==> config.mk <==
export PLATFORM = sky130hd
export DESIGN_NAME = inst_fetch_ctrl_flat
export DESIGN_NICKNAME = d
export VERILOG_FILES = /design/src/rtl/ifc_pkg.sv /design/src/rtl/inst_fetch_ctrl_if.sv /design/src/rtl/if_slot_buf.sv /design/src/rtl/inst_fetch_ctrl.sv /design/src/flat_wrapper.sv
export SDC_FILE = /design/constraint.sdc
export NUM_CORES = 1
export LEC_CHECK = 0
export ABC_AREA = 0
export CAP_MARGIN = 40
export CORE_MARGIN = 4
export CORE_UTILIZATION = 40
export CTS_CLUSTER_SIZE = 25
export DETAILED_ROUTE_END_ITERATION = 12
export PLACE_DENSITY_LB_ADDON = 0.1
export SLEW_MARGIN = 10
export SYNTH_ARGS = -nofsm -noshare
export SYNTH_HDL_FRONTEND = slang
export SYNTH_SLANG_ARGS = --single-unit
==> constraint.sdc <==
create_clock -name clk -period 4.4 [get_ports clk]
set_input_delay 0.44 -clock clk [delete_from_list [all_inputs] [get_ports clk]]
set_output_delay 0.44 -clock clk [all_outputs]
set_load 0.02 [all_outputs]
==> src/rtl/ifc_pkg.sv <==
// Instruction fetch controller shared definitions: state encoding, reset PC,
// IF slot payload and sequential-PC helper (also used by the exception unit).
package ifc_pkg;

    localparam int unsigned XLEN = 32;
    localparam logic [XLEN-1:0] RESET_PC_DEFAULT = 32'hbfc0_0000;

    typedef enum logic [1:0] {
        ST_IDLE = 2'd0,
        ST_REQ  = 2'd1,
        ST_WAIT = 2'd2
    } ifc_state_e;

    typedef struct packed {
        logic [XLEN-1:0] pc;
        logic [XLEN-1:0] inst;
    } if_slot_t;

    // Sequential successor of a fetch PC, wrapping modulo 2^32.
    function automatic logic [XLEN-1:0] next_seq_pc(input logic [XLEN-1:0] pc);
        return pc + XLEN'(4);
    endfunction

endpackage

==> src/rtl/inst_fetch_ctrl_if.sv <==
// SRAM-like instruction memory port: request/address handshake plus data return.
interface inst_fetch_ctrl_if;
    import ifc_pkg::*;

    logic            inst_req;
    logic [XLEN-1:0] inst_addr;
    logic            inst_addr_ok;
    logic            inst_data_ok;
    logic [XLEN-1:0] inst_rdata;

    modport master (
        output inst_req,
        output inst_addr,
        input  inst_addr_ok,
        input  inst_data_ok,
        input  inst_rdata
    );

    modport slave (
        input  inst_req,
        input  inst_addr,
        output inst_addr_ok,
        output inst_data_ok,
        output inst_rdata
    );

endinterface

==> src/rtl/if_slot_buf.sv <==
// Single-entry IF slot: holds one fetched word and its PC until decode takes it.
// Priority: flush > write > consume (a write replaces a word consumed that cycle).
module if_slot_buf
    import ifc_pkg::*;
#(
    parameter logic [XLEN-1:0] RESET_PC = RESET_PC_DEFAULT
) (
    input  logic     clk,
    input  logic     reset,
    input  logic     flush,
    input  logic     wr_en,
    input  if_slot_t wr_data,
    input  logic     consume,
    output logic     valid,
    output if_slot_t slot
);

    // Slot valid bit and payload.
    always_ff @(posedge clk or posedge reset) begin
        if (reset) begin
            valid <= 1'b0;
            slot  <= '{pc: RESET_PC, inst: '0};
        end else if (flush) begin
            valid <= 1'b0;
        end else if (wr_en) begin
            valid <= 1'b1;
            slot  <= wr_data;
        end else if (consume) begin
            valid <= 1'b0;
        end
    end

endmodule

==> src/rtl/inst_fetch_ctrl.sv <==
// Instruction fetch controller: owns the fetch PC, keeps at most one request
// outstanding on the memory port and squashes data returning for redirected PCs.
// Optional build macro IFC_PERF_CNT_EN adds the perf_stall_cnt bubble counter.
module inst_fetch_ctrl
    import ifc_pkg::*;
#(
    parameter logic [XLEN-1:0] RESET_PC = RESET_PC_DEFAULT
) (
    input  logic                clk,
    input  logic                reset,
    input  logic                pipe_stall,
    input  logic                redirect,
    input  logic [XLEN-1:0]     redirect_pc,
    inst_fetch_ctrl_if.master   mem,
    output logic                if_valid,
    output logic [XLEN-1:0]     if_pc,
    output logic [XLEN-1:0]     if_inst,
`ifdef IFC_PERF_CNT_EN
    output logic [XLEN-1:0]     perf_stall_cnt,
`endif
    output logic                fetch_stall
);

    ifc_state_e      state_q, state_d;
    logic [XLEN-1:0] fetch_pc_q, fetch_pc_d;
    logic            cancel_q, cancel_d;
    logic            issue_ok;
    logic            req_c;
    logic            slot_wr;
    if_slot_t        slot_q;

    // A request may only go out if the slot is guaranteed free when data returns.
    assign issue_ok = !if_valid || !pipe_stall;

    // Next-state, next fetch PC, cancel flag and slot write decode.
    always_comb begin
        state_d    = state_q;
        fetch_pc_d = fetch_pc_q;
        cancel_d   = cancel_q;
        req_c      = 1'b0;
        slot_wr    = 1'b0;
        unique case (state_q)
            ST_IDLE: state_d = ST_REQ;
            ST_REQ: begin
                req_c = issue_ok;
                if (req_c && mem.inst_addr_ok) begin
                    state_d  = ST_WAIT;
                    cancel_d = redirect;
                end
            end
            ST_WAIT: begin
                if (mem.inst_data_ok) begin
                    state_d  = ST_REQ;
                    cancel_d = 1'b0;
                    if (!cancel_q && !redirect) begin
                        slot_wr    = 1'b1;
                        fetch_pc_d = next_seq_pc(fetch_pc_q);
                    end
                end else if (redirect) begin
                    cancel_d = 1'b1;
                end
            end
            default: state_d = ST_IDLE;
        endcase
        if (redirect) begin
            fetch_pc_d = redirect_pc;
        end
    end

    // FSM state, fetch PC and in-flight cancel flag.
    always_ff @(posedge clk or posedge reset) begin
        if (reset) begin
            state_q    <= ST_IDLE;
            fetch_pc_q <= RESET_PC;
            cancel_q   <= 1'b0;
        end else begin
            state_q    <= state_d;
            fetch_pc_q <= fetch_pc_d;
            cancel_q   <= cancel_d;
        end
    end

    if_slot_buf #(
        .RESET_PC (RESET_PC)
    ) u_slot (
        .clk     (clk),
        .reset   (reset),
        .flush   (redirect),
        .wr_en   (slot_wr),
        .wr_data ('{pc: fetch_pc_q, inst: mem.inst_rdata}),
        .consume (if_valid && !pipe_stall),
        .valid   (if_valid),
        .slot    (slot_q)
    );

    assign mem.inst_req  = req_c;
    assign mem.inst_addr = fetch_pc_q;
    assign if_pc         = slot_q.pc;
    assign if_inst       = slot_q.inst;
    assign fetch_stall   = !if_valid;

`ifdef IFC_PERF_CNT_EN
    // Saturating count of bubble cycles seen by the pipeline.
    always_ff @(posedge clk or posedge reset) begin
        if (reset) begin
            perf_stall_cnt <= '0;
        end else if (fetch_stall && (perf_stall_cnt != '1)) begin
            perf_stall_cnt <= perf_stall_cnt + XLEN'(1);
        end
    end
`endif

endmodule

==> src/flat_wrapper.sv <==
// flat-port wrapper written by rule: the top's interface ports become plain ports
module inst_fetch_ctrl_flat import ifc_pkg::*;
#(
    parameter logic [XLEN-1:0] RESET_PC = RESET_PC_DEFAULT
)
  (clk, reset, pipe_stall, redirect, redirect_pc, if_valid, if_pc, if_inst, fetch_stall, mem_inst_req, mem_inst_addr, mem_inst_addr_ok, mem_inst_data_ok, mem_inst_rdata);
  inst_fetch_ctrl_if mem_i ();
  input  logic clk;
  input  logic reset;
  input  logic pipe_stall;
  input  logic redirect;
  input  logic [XLEN-1:0] redirect_pc;
  output logic if_valid;
  output logic [XLEN-1:0] if_pc;
  output logic [XLEN-1:0] if_inst;
  output logic fetch_stall;
  output wire logic [$bits(mem_i.inst_req)-1:0] mem_inst_req;
  output wire logic [$bits(mem_i.inst_addr)-1:0] mem_inst_addr;
  input wire logic [$bits(mem_i.inst_addr_ok)-1:0] mem_inst_addr_ok;
  input wire logic [$bits(mem_i.inst_data_ok)-1:0] mem_inst_data_ok;
  input wire logic [$bits(mem_i.inst_rdata)-1:0] mem_inst_rdata;
  assign mem_inst_req = mem_i.inst_req;
  assign mem_inst_addr = mem_i.inst_addr;
  assign mem_i.inst_addr_ok = mem_inst_addr_ok;
  assign mem_i.inst_data_ok = mem_inst_data_ok;
  assign mem_i.inst_rdata = mem_inst_rdata;
  inst_fetch_ctrl #(.RESET_PC(RESET_PC)) u_core (.clk(clk), .reset(reset), .pipe_stall(pipe_stall), .redirect(redirect), .redirect_pc(redirect_pc), .mem(mem_i), .if_valid(if_valid), .if_pc(if_pc), .if_inst(if_inst), .fetch_stall(fetch_stall));
endmodule
# Yosys cells after proc, flatten, opt, wreduce, memory -nomap -nowiden
# Index checks and enable logic that the tools add are counted.
[totals] out_inout_bits=99 n_memories=0 elab_cells=49 register_bits=100 mem_bits_ro=0 in_bits=70 latch_bits=0 ram_bits=0
[classes] n_mul=0 bitwise_logic=1 eq_ne=5 order_cmp=0 shifts=0 add_sub_neg=1 reduce_logical=18 muxes=18 div=0
[ops] cell="32-bit two-way mux" n=4
[ops] cell="32-bit by 3-bit adder with 32-bit output, second input constant" n=1
[ops] cell="1-bit two-way mux" n=10
[ops] cell="2-bit nonzero test" n=4
[ops] cell="2-bit case mux with 3 select lines" n=1
[ops] cell="3-bit AND reduction" n=2
[ops] cell="1-bit logical NOT" n=4
[ops] cell="2-bit two-way mux" n=2
[ops] cell="2-bit AND reduction" n=2
[ops] cell="1-bit logical AND" n=3
[ops] cell="3-bit inequality test, second input constant" n=1
[ops] cell="3-bit nonzero test" n=1
[ops] cell="2-bit by 1-bit equality test with 1-bit output, second input constant" n=1
[ops] cell="2-bit equality test, second input constant" n=1
[ops] cell="2-bit logical NOT" n=1
[ops] cell="2-bit by 1-bit inequality test with 1-bit output, second input constant" n=1
[ops] cell="2-bit inequality test, second input constant" n=1
[ops] cell="1-bit case mux with 2 select lines" n=1
[ops] cell="1-bit logical OR" n=1
[ops] cell="1-bit inverter" n=1

# Longest topological paths before layout
# Gate-level depths: netlist of the first run.
[depth] word_depth=7 mapped_depth=6 mapped_depth_nobuf=5

# Modules after synthesis
# From an unflattened synthesis of the first run, not the netlist that was laid out.
[hier_totals] hier_cells=379 hier_area_um2=4780.8
[by_module_without_submodules] mod="if_slot_buf" cells_per_inst=141 seq_area_each_um2=1637.8 area_per_inst_um2=2756.4 n_inst=1
[by_module_without_submodules] mod="inst_fetch_ctrl" cells_per_inst=238 seq_area_each_um2=887.1 area_per_inst_um2=2024.4 n_inst=1

# Worst setup path before layout of the first run
# No wires, ideal clock.
[synth_timing] path_kind="reg2reg" startpoint="register u_core.fetch_pc_q[2] (netlist: u_core.mem.inst_addr[2])" endpoint="register u_core.fetch_pc_q[19] (netlist: u_core.mem.inst_addr[19])" n_path_buf=1 period_less_slack_ns=2.085 setup_time_ns=0.082 t_arrival_ns=2.004 path_slack_ns=2.315 t_required_ns=4.318 path_stages_with_launch=6 path_cell_list="dfrtp_1 > nand4_1 > or4_4 > buf_6 > or4_1 > a31oi_1"
[synth_via] elab_chain_cells=5
[synth_lines] item="start: declaration" line_no="inst_fetch_ctrl.sv:25" rtl="logic [XLEN-1:0] fetch_pc_q, fetch_pc_d;"
[synth_lines] item="start signal: assignment" line_no="inst_fetch_ctrl.sv:78" rtl="fetch_pc_q <= fetch_pc_d;"
[synth_lines] item="32-bit by 3-bit adder with 32-bit output" line_no="ifc_pkg.sv:21" rtl="return pc + XLEN'(4);"
[synth_lines] item="32-bit two-way mux" line_no="inst_fetch_ctrl.sv:55" rtl="if (!cancel_q && !redirect) begin"
[synth_lines] item="32-bit two-way mux" line_no="inst_fetch_ctrl.sv:52" rtl="if (mem.inst_data_ok) begin"
[synth_lines] item="32-bit two-way mux" line_no="inst_fetch_ctrl.sv:42" rtl="unique case (state_q)"
[synth_lines] item="32-bit two-way mux" line_no="inst_fetch_ctrl.sv:65" rtl="if (redirect) begin"
# Every way passes these cells. The select of a mux whose other input is x is not followed.
# A chain may end at the register's enable or synchronous reset.

# Final worst setup path of the first run
[layout_timing] startpoint="input port mem_inst_data_ok" endpoint="register u_core.fetch_pc_q[26] (netlist: u_core.mem.inst_addr[26])"
[layout_via] elab_chain_cells=2
[layout_lines] item="start: declaration" line_no="flat_wrapper.sv:20" rtl="input wire logic [$bits(mem_i.inst_data_ok)-1:0] mem_inst_data_ok;"
[layout_lines] item="2-bit nonzero test (no line)"
[layout_lines] item="3-bit AND reduction (no line)"
# Every way passes these cells.

==> flow_summary.toml, run 1 <==
[status]
status = "finished clean"

[drt]
routed_wl_um = 11390
via_per_inst = 5.269
drc = 0
antenna_left = 0
first_pass_iters = 4
vias = 3551
wire_per_inst_um = 16.90
first_iter_violations = 113

[setup_path]
critPathLaunchType = "primary input"
critPathCaptureType = "flip-flop"
r2r_slack_ns = 1.73
crit_required_ns = 4.69
cp.arrival_ns = 3.06
worstPathMaxFanout = 19
worst-setup-path-type = "in2reg"

[clock_network]
cts.repair.resized = 0
htree_levels = 3
cts-hold-fix-buffers = 0
clockBufferDepth = 2
clk_latency_ns = 0.37
cts.clk_slew.worst_paths_ns = 0.10
cts_tree = "yes"
postCtsSetupBuffers = 0
cts_buffers = 9
clockRootBuffer = "clkbuf_8"
clock_sinks = 100

[layout]
final_util_pct = 60.24
drive_gt1_share_pct = 20.60
nFillCells = 928
areaGrowthSynthToFinish_pct = 46.89
nNetsFinal = 600
diodes = 0

[timing]
finalHoldViolCount = 0
worst_pin_slew_ns = 0.7990
fin_hold_ws_ns = 0.3334
setup_viol = 0
drv_slew = 0
clock_skew_ns = 0.01347
rsz0062_at_grt = "no"
maxSlewHeadroom_pct = 46.57
fmax_mhz = 361.2
setup_tns_ns = 0
period_share_pct = 62.92
period_needed_ns = 2.769

[pwr]
pwr-share-comb_pct = 42.4
intPower_uw = 2433
pwr-share-seq_pct = 40.3
clkPwrFrac_pct = 17.3
power_switching_uw = 1221
ir_worst_vdd_v = 0.0003239
p_leak_uw = 0.002609
cellPowerDensity_nw_per_um2 = 559.5
swShare_pct = 33.41

[die]
dieArea_um2 = 12860
die_y_um = 113.4
dieWidth_um = 113.4
core_area_um2 = 10840
start_util_pct = 41.01
row_count = 38
io_pins = 169

[global_route]
grt_overflow_total = 0
grt_pass1_vias = 3713
antenna_found_initial = 0
grt_start_max_net_pins = 57
grt_pass1_wl_um = 18900
grt_usage_pct = 18.27

[placed_design]
numPortBuffers = 168
dp_hpwl_um = 8281
place.gp.congestion = 0.7613

[min_path]
min-delay-path-class = "in2async"

[synthesis]
ys_seq_area_share_pct = 56.80
syn_area_per_cell_um2 = 12.25
yosysWarnings = 0
ys_ff_latch = 100
synth_fp_nets = 434
synth_area_leaders = "dfrtp_1 (46%), mux2_2 (17%), dfstp_2 (11%), or4_1 (2.5%), nand2_1 (2.2%)"
synthesis.area_um2 = 4446
synth.distinct_cells = 40
synth.largest_area_cell = "dfrtp_1"
syn_inst = 363
netlist.area_leader.share_pct = 46.16

[flow_run]
maxCapViolations = 0
[cell usage after synthesis]
cell and number:
nand4_1 11, nand2_1 26, and4bb_2 1, nor2b_1 2, or2_2 1, o211ai_1 4
or4_1 15, buf_4 1, nand3b_1 1, ha_1 1, nor3_1 1, or3_1 5
nand3_1 11, nand4bb_4 1, and2_1 1, nor4_1 1, buf_2 2, dfrtp_1 82
o21ai_0 16, and3b_1 2, inv_1 6, a211o_1 1, xor2_1 7, or4_4 1
buf_6 1, nand2b_1 1, xnor2_1 3, clkbuf_1 14, a22oi_1 1, and4_1 5
a21oi_1 4, nor2_1 16, dfstp_2 18, a31oi_1 14, a21o_1 1, o31ai_1 11
mux2i_1 1, and3_1 5, mux2_2 67, nand4b_1 1
[placed cells by master (no fill, tap or decap), drive strengths merged, types with 2 or more instances in the layout]
| cell | instances |
|---|---|
| a21oi | 4 |
| a31oi | 14 |
| and3 | 5 |
| and3b | 2 |
| and4 | 5 |
| buf | 5 |
| bufinv | 2 |
| clkbuf | 11 |
| clkdlybuf4s50 | 168 |
| clkinv | 2 |
| dfrtp | 82 |
| dfstp | 18 |
| inv | 6 |
| mux2 | 67 |
| nand2 | 26 |
| nand3 | 11 |
| nand4 | 11 |
| nor2 | 16 |
| nor2b | 2 |
| o211ai | 4 |
| o21ai | 16 |
| o31ai | 11 |
| or3 | 5 |
| or4 | 16 |
| xnor2 | 3 |
| xor2 | 7 |
[final timing paths]
kind	cells after the start	to	from
worst max-delay path	5	u_core.mem.inst_addr[26]	mem_inst_data_ok
worst min-delay path	2	u_core.u_slot.slot[15]	reset
worst max register to register	5	u_core.mem.inst_addr[26]	u_core.mem.inst_addr[2]
worst min register to register	1	u_core.u_slot.slot[24]	u_core.u_slot.slot[24]
max in group asynchronous	4	u_core.u_slot.slot[59]	reset
min in group clk	1	u_core.u_slot.slot[24]	u_core.u_slot.slot[24]
[cells by family after synthesis]
family,Yosys count,share of synthesized area [%]
AO/OA/AOI/OAI,52,7.290
adder cells (fa/ha/maj),1,0.2814
buffers and inverters,24,2.336
flip-flops,100,56.80
multiplexers,68,17.20
XOR/XNOR,10,1.970
AND/OR/NAND/NOR,108,14.13
[flip-flops by register name, indices dropped and copies added (netlist names)]
signal                flops
u_core.u_slot.slot       64
u_core.cancel_q           1
u_core.state_q            2
u_core.u_slot.valid       1
u_core.mem.inst_addr     32
[area by class of cell]
class                   count  area, um^2  area share [%]
clock buffers              11       131.4           2.012
clock inverters             5       77.57           1.188
inverters                   6       25.02          0.3832
multi-input cells         239        1824           27.94
flip-flops and latches    100        2525           38.67
well taps                 140       175.2           2.683
repair buffers            173        1772           27.13
[critical path, stage by stage]
cell             delay, ns
clkdlybuf4s50_1       0.59
and4bb_2              0.42
nand4_1               0.68
or4_1                 0.73
a31oi_1               0.19
[metrics by stage]
stage / worst slack [ns] / std cells / instance area (um^2) / power (uW)
floorplan: 1.371 / 363 / 4446 / 2254
global placement: 1.390 / 656 / 6266 / 3022
detailed placement: 1.285 / 658 / 6321 / 3064
CTS: 1.684 / 674 / 6530 / 3710
global route: 1.504 / 674 / 6530 / 3862
finish: 1.631 / 674 / 6530 / 3653
[power by group through the flow]
stage	clock network, uW	logic, uW	registers [uW]
after global placement	0	1550	1470
final	632	1550	1470
after global routing	696	1640	1520
after detailed placement	0	1570	1490
after CTS	657	1580	1480
after floorplan	0	421	1830
[per-layer routing]
metal / up-vias / wire length [um] / global-route usage (%) / share of wire, %
li1: 1669 / - / - / -
met1: 1768 / 4902 / 24.50 / 43
met5: - / 0 / 0 / 0
met2: 104 / 5572 / 28.79 / 49
met3: 10 / 768 / 5.199 / 6.7
met4: 0 / 147 / 5.929 / 1.3
Power figures use the tool's default switching activity.
==> run 2: changes to the inputs <==
Clock period 4.4 ns to 2.3 ns, I/O delays scaled along.
==> run 2 against run 1 <==
Against the previous run: utilization up 0.63 points; wire length grew 0.33%; worst setup slack worse by 1.4 ns; largest cell class unchanged; clock skew fell by 0.0067 ns; critical path depth shrank 1; sequential cell count stayed put; largest power group unchanged.
==> flow_summary.toml, run 2 (synthesis gave the netlist of run 1 again) <==
[status]
status = "finished clean"

[timing]
clock_skew_ns = 0.006820
fmax_mhz = 484.4
rsz0062_at_grt = "no"
maxSlewHeadroom_pct = 72.57
setup_tns_ns = 0
worst_pin_slew_ns = 0.4102
period_needed_ns = 2.065
fin_hold_ws_ns = 0.3275
period_share_pct = 89.76
finalHoldViolCount = 0
drv_slew = 0
setup_viol = 0

[clock_network]
cts.repair.resized = 0
cts_buffers = 9
htree_levels = 3
cts_tree = "yes"
clk_latency_ns = 0.36
postCtsSetupBuffers = 0
cts.clk_slew.worst_paths_ns = 0.09
clock_sinks = 100
cts-hold-fix-buffers = 0
clockBufferDepth = 2
clockRootBuffer = "clkbuf_8"

[global_route]
grt_overflow_total = 0
antenna_found_initial = 0
grt_pass1_wl_um = 18720
grt_usage_pct = 17.98
grt_start_max_net_pins = 75
grt_pass1_vias = 3710

[setup_path]
crit_buf_inv = 0
crit_path_start = "u_core.state_q[0]"
critPathLaunchType = "flip-flop"
worst-setup-path-type = "reg2reg"
crit_required_ns = 2.59
r2r_slack_ns = 0.24
cp.arrival_ns = 2.35
rr_startpoint = "u_core.state_q[0]"
r2r_cells = 4
worstPathCellList = "nand4bb_4 > or4_4 > or4_1 > a31oi_1"
slowest_delay_ns = 0.61
r2r_end = "u_core.mem.inst_addr[25]"
critPathCaptureType = "flip-flop"
critical_path.top_delay_family = "simple AND/OR/NAND/NOR gates"
critPathSlowestCell = "or4_4"
worstPathMaxFanout = 14

[layout]
layout_common_cells = "clkdlybuf4s50_1 (168), dfrtp_1 (82), mux2_2 (67), nand2_1 (26), buf_4 (19)"
multi_input_area_um2 = 1824
drive_gt1_share_pct = 22.59
diodes = 0
seqCellArea_um2 = 2525
largest_reg_flops = 64
nFillCells = 917
nNetsFinal = 616
areaGrowthSynthToFinish_pct = 48.44
final_common_cell = "clkdlybuf4s50_1"
top_register = "u_core.u_slot.slot"

[drt]
drc = 0
first_iter_violations = 190
vias = 3587
routed_wl_um = 11430
via_per_inst = 5.206
first_pass_iters = 4
wire_per_inst_um = 16.59
antenna_left = 0

[placed_design]
place.gp.congestion = 0.8043
numPortBuffers = 168
dp_hpwl_um = 8322

[pwr]
finalPower_uw = 6929
cellPowerDensity_nw_per_um2 = 1050
p_leak_uw = 0.002662
ir_worst_vdd_v = 0.0006335

[die]
core_area_um2 = 10840
dieWidth_um = 113.4
die_y_um = 113.4
row_count = 38
io_pins = 169
dieArea_um2 = 12860
start_util_pct = 41.01

[min_path]
min-delay-path-class = "in2async"

[flow_run]
maxCapViolations = 0
==> run 2: worst min-delay path: stages <==
cell             delay, ns
clkdlybuf4s50_1       0.44
clkinvlp_4            0.10
buf_4                 0.32
==> run 2: final cells by class <==
| cell class | instances | area share, % |
|---|---|---|
| clock inverter | 2 | 0.5309 |
| clock buffer | 13 | 2.256 |
| sequential | 100 | 38.26 |
| tap | 140 | 2.655 |
| timing repair buffer | 189 | 28.25 |
| inverter | 6 | 0.3982 |
| multi-input combinational | 239 | 27.65 |
==> run 2: through the flow <==
step / instance area (um^2) / std cells / setup slack (ns) / util, %
floorplan: 4449 / 363 / 0.2145 / -
global placement: 6415 / 674 / 0.05295 / 59.18
detailed placement: 6415 / 674 / 0.009924 / 59.18
CTS: 6599 / 689 / 0.2261 / 60.87
global route: 6599 / 689 / 0.1218 / 60.87
finish: 6599 / 689 / 0.2354 / 60.87
==> run 2: power by group <==
group | switching [uW] | internal, uW | total, uW | leakage, uW
clock | 575 | 528 | 1100 | 0.0000935
combinational | 1380 | 1660 | 3040 | 0.00136
sequential | 362 | 2420 | 2780 | 0.00121
total | 2320 | 4610 | 6930 | 0.00266
==> run 2: worst max-delay path by stage <==
stage,to,slack [ns],cells past startpoint
finish,u_core.mem.inst_addr[25],0.24,4
floorplan,u_core.mem.inst_addr[19],0.21,5
CTS,u_core.mem.inst_addr[27],0.23,4
global placement,u_core.mem.inst_addr[25],0.05,5
detailed placement,u_core.mem.inst_addr[25],0.01,5
global route,u_core.mem.inst_addr[27],0.12,4
==> run 2: layer usage <==
| layer | vias up | global-route usage, % | share of wire, % |
|---|---|---|---|
| met5 | - | 0 | 0 |
| met1 | 1749 | 24.68 | 45 |
| li1 | 1703 | - | - |
| met3 | 11 | 4.934 | 7.2 |
| met2 | 124 | 27.84 | 46 |
| met4 | 0 | 5.769 | 1.3 |
==> run 3: changes to the inputs <==
--- a/config.mk
+++ b/config.mk
@@ -13,5 +13,5 @@
 export DETAILED_ROUTE_END_ITERATION = 12
 export PLACE_DENSITY_LB_ADDON = 0.1
-export SLEW_MARGIN = 10
+export SLEW_MARGIN = 20
 export SYNTH_ARGS = -nofsm -noshare
 export SYNTH_HDL_FRONTEND = slang
==> constraint.sdc (replaced) <==
create_clock -name clk -period 2.3 [get_ports clk]
set_input_delay 0.46 -clock clk [delete_from_list [all_inputs] [get_ports clk]]
set_output_delay 0.46 -clock clk [all_outputs]
set_load 0.02 [all_outputs]
==> run 3 against run 2 <==
Against the previous run: die area unchanged; clock power up 22%; non-clock buffer count rose by 7; maximum frequency is 6.4% lower; clock skew grew 0.0013 ns; wire length up 2.9%; worst hold slack better by 0.14 ns.
==> flow_summary.toml, run 3 (synthesis gave the netlist of run 1 again) <==
[layout]
layout_common_cells = "clkdlybuf4s50_1 (167), dfrtp_1 (82), mux2_2 (67), nand2_1 (26), buf_4 (25)"
largest_reg_flops = 64
diodes = 0
areaGrowthSynthToFinish_pct = 51.22
final_common_cell = "clkdlybuf4s50_1"
drive_gt1_share_pct = 24.06
fin_area_um2 = 6723
nNetsFinal = 623
top_register = "u_core.u_slot.slot"
final_util_pct = 62.02

[clock_network]
cts.repair.resized = 0
clockRootBuffer = "clkbuf_8"
cts.clk_slew.worst_paths_ns = 0.09
htree_levels = 3
cts-hold-fix-buffers = 0
postCtsSetupBuffers = 0
clockBufferDepth = 2
clk_latency_ns = 0.37
cts_tree = "yes"
clock_sinks = 100
cts_buffers = 9

[drt]
antenna_left = 0
via_per_inst = 5.250
wire_per_inst_um = 16.87
routed_wl_um = 11760
first_pass_iters = 4
vias = 3659
drc = 0
first_iter_violations = 149

[setup_path]
cp.arrival_ns = 2.50
critPathCaptureType = "flip-flop"
critPathLaunchType = "primary input"
worstPathMaxFanout = 14
crit_required_ns = 2.59
worst-setup-path-type = "in2reg"

[pwr]
p_leak_uw = 0.002723
cellPowerDensity_nw_per_um2 = 1068
ir_worst_vdd_v = 0.0005146

[die]
dieArea_um2 = 12860
io_pins = 169
core_area_um2 = 10840
row_count = 38
dieWidth_um = 113.4
die_y_um = 113.4
start_util_pct = 41.01

[timing]
period_needed_ns = 2.206
clock_skew_ns = 0.008140
setup_viol = 0
setup_tns_ns = 0
worst_pin_slew_ns = 0.5064
drv_slew = 0
period_share_pct = 95.91
maxSlewHeadroom_pct = 66.17
rsz0062_at_grt = "no"
finalHoldViolCount = 0
fmax_mhz = 453.3

[global_route]
grt_pass1_wl_um = 19420
grt_pass1_vias = 3799
antenna_found_initial = 0
grt_usage_pct = 18.91
grt_overflow_total = 0
grt_start_max_net_pins = 53

[placed_design]
numPortBuffers = 168
dp_hpwl_um = 8533
placed_area_um2 = 6480
place.gp.congestion = 0.8019

[min_path]
min-delay-path-class = "in2async"

[flow_run]
maxCapViolations = 0

[status]
status = "finished clean"
## run 3: power breakdown
| group | switching [uW] | internal, uW |
|---|---|---|
| Clock | 615 | 723 |
| Combinational | 1390 | 1670 |
| Sequential | 357 | 2420 |
## run 3: critical path: stages
cell and delay [ns]:
clkdlybuf4s50_1 0.57, nand4bb_4 0.12, or4_4 0.61, or4_1 0.54
a31oi_1 0.19
## run 3: routing by layer
layer	wire [um]	vias to the layer above	share of wire, %	track usage [%]
met5	0	-	0	0
met4	94	0	0.80	5.208
met3	854	7	7.3	5.570
met2	5636	111	48	30.33
met1	5173	1820	44	25.17
li1	-	1721	-	-
## run 3: worst paths after layout
kind                                   startpoint                        to  slack [ns]  cells past startpoint
setup / recovery                 mem_inst_data_ok  u_core.mem.inst_addr[31]        0.09                      5
hold / removal                              reset    u_core.u_slot.slot[43]        0.46                      2
setup reg to reg                u_core.state_q[0]  u_core.mem.inst_addr[31]        0.21                      4
hold reg to reg            u_core.u_slot.slot[30]    u_core.u_slot.slot[30]        0.51                      1
max in group asynchronous                   reset    u_core.u_slot.slot[26]        1.10                      3
min in group clk           u_core.u_slot.slot[30]    u_core.u_slot.slot[30]        0.51                      1
## run 3: final cells by class
class / instances / area [um^2]
fillers: 903 / 4118
flip-flops and latches: 100 / 2525
repair buffers: 196 / 1932
multi-input cells: 239 / 1824
well taps: 140 / 175.2
clock buffers: 10 / 127.6
clock inverters: 6 / 112.6
inverters: 6 / 26.28
## run 3: per-stage QoR
step	setup slack (ns)	hold slack [ns]	instances	total power, uW
after floorplan	0.2145	0.5124	363	4312
after global placement	-0.2310	0.4875	681	5850
after detailed placement	-0.2656	0.4946	681	5915
after CTS	0.01055	0.4644	697	7281
after global routing	0.01855	0.4910	697	7605
final	0.09413	0.4648	697	7179
